[config.mk]
export PLATFORM = sky130hd
export DESIGN_NAME = updown_counter
export DESIGN_NICKNAME = d
export VERILOG_FILES = /design/src/rtl/counter_pkg.sv /design/src/rtl/counter_prescaler.sv /design/src/rtl/updown_counter.sv
export SDC_FILE = /design/constraint.sdc
export NUM_CORES = 1
export LEC_CHECK = 0
export ABC_AREA = 0
export CAP_MARGIN = 15
export CORE_AREA = 5 5 42 44
export DETAILED_ROUTE_END_ITERATION = 10
export DIE_AREA = 0 0 47 49
export SYNTH_ARGS = -nofsm -noshare
export SYNTH_HDL_FRONTEND = slang
export SYNTH_HIERARCHICAL = 1
export SYNTH_SLANG_ARGS = --single-unit
[constraint.sdc]
create_clock -name clock -period 2.15 [get_ports clock]
set_clock_uncertainty 0.15 [all_clocks]
set_input_delay 0.3225 -clock clock [delete_from_list [all_inputs] [get_ports clock]]
set_output_delay 0.3225 -clock clock [all_outputs]
set_load 0.1 [all_outputs]
[src/rtl/counter_pkg.sv]
// Shared constants and helpers for the updown_counter family.
package counter_pkg;

  localparam int unsigned DEFAULT_WIDTH      = 4;
  localparam int unsigned DEFAULT_PRESCALE_W = 4;

  localparam logic MODE_WRAP = 1'b0;
  localparam logic MODE_SAT  = 1'b1;
  localparam logic DIR_DOWN  = 1'b0;
  localparam logic DIR_UP    = 1'b1;

  // Loaded values above the programmed top are pinned to the top.
  function automatic logic [31:0] clamp_to_max(input logic [31:0] val, input logic [31:0] max);
    return (val > max) ? max : val;
  endfunction

endpackage

[src/rtl/counter_prescaler.sv]
// Enabled-cycle prescaler: strikes once every presc+1 enabled cycles.
module counter_prescaler
  import counter_pkg::*;
#(
  parameter int unsigned PRESCALE_W = DEFAULT_PRESCALE_W
) (
  input  logic                  clock,
  input  logic                  reset,
  input  logic                  restart,
  input  logic                  en,
  input  logic [PRESCALE_W-1:0] presc,
  output logic                  strike
);

  logic [PRESCALE_W-1:0] presc_q;

  // >= keeps the prescaler from running the long way round if presc shrinks mid-count.
  always_comb begin
    strike = en && (presc_q >= presc);
  end

  always_ff @(posedge clock) begin
    if (reset || restart) begin
      presc_q <= '0;
    end else if (en) begin
      presc_q <= strike ? '0 : presc_q + PRESCALE_W'(1);
    end
  end

endmodule

[src/rtl/updown_counter.sv]
// Up/down modulo counter with load, clear, wrap/saturate and status flags.
// Optional prescaler enabled by defining UPDOWN_COUNTER_PRESCALE_EN.
module updown_counter
  import counter_pkg::*;
#(
  parameter int unsigned WIDTH      = DEFAULT_WIDTH,
  parameter int unsigned MAX        = 2**WIDTH - 1,
  parameter int unsigned PRESCALE_W = DEFAULT_PRESCALE_W
) (
  input  logic                  clock,
  input  logic                  reset,
  input  logic                  io_en,
  input  logic                  io_up,
  input  logic                  io_sat,
  input  logic                  io_clear,
  input  logic                  io_load,
  input  logic [WIDTH-1:0]      io_load_val,
  input  logic                  io_ovf_clr,
`ifdef UPDOWN_COUNTER_PRESCALE_EN
  input  logic [PRESCALE_W-1:0] io_presc,
`endif
  output logic [WIDTH-1:0]      io_out,
  output logic                  io_tc,
  output logic                  io_wrap,
  output logic                  io_ovf
);

  localparam logic [WIDTH:0]   MAX_X = (WIDTH+1)'(MAX);
  localparam logic [WIDTH-1:0] MAX_W = WIDTH'(MAX);

  logic [WIDTH-1:0] count_q;
  logic             wrap_q;
  logic             ovf_q;
  logic             step;
  logic [WIDTH:0]   count_x;
  logic             at_top;
  logic             at_bot;
  logic             ovf_set;
  logic [WIDTH-1:0] load_clamped;

`ifdef UPDOWN_COUNTER_PRESCALE_EN
  counter_prescaler #(
    .PRESCALE_W(PRESCALE_W)
  ) u_prescaler (
    .clock   (clock),
    .reset   (reset),
    .restart (io_clear | io_load),
    .en      (io_en),
    .presc   (io_presc),
    .strike  (step)
  );
`else
  // Without the prescaler every enabled cycle steps; the width is then irrelevant.
  always_comb begin
    step = io_en && (PRESCALE_W > 0);
  end
`endif

  always_comb begin
    count_x      = {1'b0, count_q};
    at_top       = (count_x >= MAX_X);
    at_bot       = (count_q == '0);
    load_clamped = WIDTH'(clamp_to_max(32'(io_load_val), 32'(MAX)));
    ovf_set      = step && !io_clear && !io_load && (io_sat == MODE_SAT) &&
                   ((io_up == DIR_UP) ? at_top : at_bot);
  end

  always_ff @(posedge clock) begin
    if (reset) begin
      count_q <= '0;
      wrap_q  <= 1'b0;
      ovf_q   <= 1'b0;
    end else begin
      wrap_q <= 1'b0;
      ovf_q  <= ovf_set | (ovf_q & ~io_ovf_clr);
      if (io_clear) begin
        count_q <= '0;
      end else if (io_load) begin
        count_q <= load_clamped;
      end else if (step) begin
        if (io_up == DIR_UP) begin
          if (!at_top) begin
            count_q <= WIDTH'(count_x + (WIDTH+1)'(1));
          end else if (io_sat == MODE_WRAP) begin
            count_q <= '0;
            wrap_q  <= 1'b1;
          end
        end else begin
          if (!at_bot) begin
            count_q <= WIDTH'(count_x - (WIDTH+1)'(1));
          end else if (io_sat == MODE_WRAP) begin
            count_q <= MAX_W;
            wrap_q  <= 1'b1;
          end
        end
      end
    end
  end

  always_comb begin
    io_out  = count_q;
    io_wrap = wrap_q;
    io_ovf  = ovf_q;
    io_tc   = (io_up && (count_q == MAX_W)) || (!io_up && (count_q == '0));
  end

endmodule

==> qor.csv, run 1 <==
stage;metric;value;unit
final_layout;drive_above_1_share;0.293;
timing;setup_viol;0;
floorplan;dieWidth;47;um
yosys;yosys_warnings;6;
clock_network;cts.sinks;6;
route;routed_wl;1010;um
worst_setup_path;path_max_fanout;9;
floorplan;coreArea;1400;sq um
clock_network;htreeDepth;1;
placement;dp.cells;87;
placement;pre_cts_ws;0.0327;ns
yosys;yosys-top-cells-count;a21oi_1, dfxtp_1, o21ai_0;
yosys;synth_area_leaders;dfxtp_1, a21oi_1, ha_1, nor4b_4, o21ai_0;
timing;hold-worst-slack;0.321;ns
timing;min_period;2.00;ns
run_status;status;complete, no violations;
timing;fmax;499;MHz
final_layout;finalCoreUtilization;0.497;
placement;dp_hpwl;863;um
global_route;overflow;0;
final_layout;antenna_cells;0;
clock_network;post_cts_buffers;0;
route;drc;0;
route;drt-initial-drc-count;2;
clock_network;clk_pin_slew_worst_paths;0.05;ns
yosys;synthFlopType;dfxtp_1;
timing;finalSetupTns;0;ns
floorplan;io_pins;19;
timing;finalHoldViolCount;0;
yosys;synthDistinctLibCells;30;
global_route;grt_first_pass_wirelength;1640;um
floorplan;fp.dieH;49;um
worst_setup_path;crit_start;io_out[0]$_SDFFE_PP0P_;
yosys;yosysMostFrequentCell;a21oi_1;
global_route;grt_pass1_vias;382;
power;power;0.371;mW
power;power.density;533;nW/um^2
yosys;synth_nets;66;
yosys;yosysTopAreaCellShare;0.277;
global_route;grt_max_degree;10;
final_layout;final_area;697;sq um
timing;finalMaxSlewViolations;0;
run;cap_violations;0;
placement;placed_area;671;sq um
floorplan;dieArea;2300;sq um
floorplan;start_util;0.309;
worst_setup_path;critical_path_arrival;1.53;ns
clock_network;cts_tree;yes;
final_layout;final_cells;91;
power;ir_drop;329;uV
route;wl_per_cell;11.0;um
yosys;ys_seq_area_frac;0.277;
timing;max_slew_margin;0.803;
worst_setup_path;crit_path_start_kind;flip-flop;
yosys;syn_inst;52;
yosys;async_flop_share;0;
clock_network;clockRootBuffer;clkbuf_4;
yosys;netlist_area;433;sq um
yosys;syn_avg_cell_area;8.33;sq um
yosys;ys_ff_latch;6;
clock_network;cts_inserted_buffers;3;
worst_setup_path;reg2reg_from;io_out[0]$_SDFFE_PP0P_;
yosys;synth-edff-count;0;
clock_network;clock_latency;0.24;ns
route;ant_nets;0;
final_layout;final_nets;90;
hold_path;hp-class;flip-flop to flip-flop;
clock_network;clockBufferDepth;2;
global_route;antenna_found_initial;0;
worst_setup_path;critPathCaptureType;output port;
power;p_leak;0.271;nW
timing;worst_slack;0.147;ns
clock_network;cts_resized;0;
hold_path;hp-start;io_ovf$_SDFF_PP0_;
final_layout;syn_to_final_growth;61.0;%
timing;rsz0062_at_grt;false;
route;vias_per_cell;4.99;
placement;place_congestion;0.712;
placement;numPortBuffers;18;
route;drtPass1Iterations;3;
worst_setup_path;critPathRequiredTime;1.68;ns
floorplan;std_cell_rows;14;
clock_network;cts_hold_buffers;0;
worst_setup_path;path_class;flip-flop to output port;
timing;tightest_slew;0.293;ns
route;vias;454;
yosys;yosysTopAreaCell;dfxtp_1;
timing;finalCritPeriodShare;0.932;
global_route;grt_use_total;0.0959;
## cell type report
class,instances,area (sq um)
inverter,3,11.3
sequential,6,135
multi-input combinational,41,307
clock buffer,4,26.3
fill,147,704
timing repair buffer,21,198
tap,16,20.0
## report_power, final
group	internal [mW]	switching, mW
sequential	0.114	0.0103
clock	0.0703	0.0405
combinational	0.0603	0.0760
## path summary, 6_finish.rpt
| check | cells past startpoint | slack (ns) | endpoint |
|---|---|---|---|
| worst max-delay path | 5 | 0.15 | io_tc |
| worst min-delay path | 2 | 0.32 | io_ovf$_SDFF_PP0_ |
| worst max register to register | 7 | 0.18 | io_ovf$_SDFF_PP0_ |
| worst min register to register | 2 | 0.32 | io_ovf$_SDFF_PP0_ |
## layout by cell type (no fill, tap or decap), drive strengths merged, types with 2 or more instances in the layout
cell type,n
buf,10
ha,2
clkdlybuf4s50,11
a21oi,7
mux2,2
nor3,2
inv,3
clkbuf,4
nor2,3
dfxtp,6
o21ai,5
nand2,2
## cells by family (layout without fill, tap and decap cells)
family / Yosys count / count (layout) / synth area share
compound gates: 17 / 17 / 0.237
simple gates: 17 / 17 / 0.263
flops: 6 / 6 / 0.277
buf+inv: 5 / 28 / 0.0491
mux: 3 / 3 / 0.0751
fa+ha+maj: 2 / 2 / 0.0578
xor+xnor: 2 / 2 / 0.0405
## worst max-delay path: stages, from the launching register on
cell     delay, ns
dfxtp_4       0.40
inv_1         0.07
ha_1          0.24
nor4b_4       0.15
or2_4         0.26
buf_12        0.17
## flip-flops by register name, indices dropped and copies added (netlist names)
signal	count
io_wrap	1
io_ovf	1
io_out	4
## per-layer routing
metal / share of wire / track usage / up-vias
met4: 0 / 0.0415 / 0
met3: 0.039 / 0.0221 / 0
met5: 0 / 0 / -
li1: - / - / 241
met1: 0.49 / 0.143 / 204
met2: 0.47 / 0.127 / 9
(Power assumes the default switching activity.)
==> run 2: changes to the inputs <==
--- a/config.mk
+++ b/config.mk
@@ -14,3 +14,4 @@
 export SYNTH_HDL_FRONTEND = slang
 export SYNTH_HIERARCHICAL = 1
 export SYNTH_SLANG_ARGS = --single-unit
+export TNS_END_PERCENT = 30
==> results of run 2 <==
No change in the layout: final DEF, timing and power equal those of run 1.
==> run 3: changes to the inputs <==
--- a/config.mk
+++ b/config.mk
@@ -8,6 +8,7 @@
 export ABC_AREA = 0
 export CAP_MARGIN = 15
 export CORE_AREA = 5 5 42 44
+export CTS_CLUSTER_SIZE = 16
 export DETAILED_ROUTE_END_ITERATION = 10
 export DIE_AREA = 0 0 47 49
 export SYNTH_ARGS = -nofsm -noshare
==> results of run 3 <==
No change in the layout: final DEF, timing and power equal those of run 1.
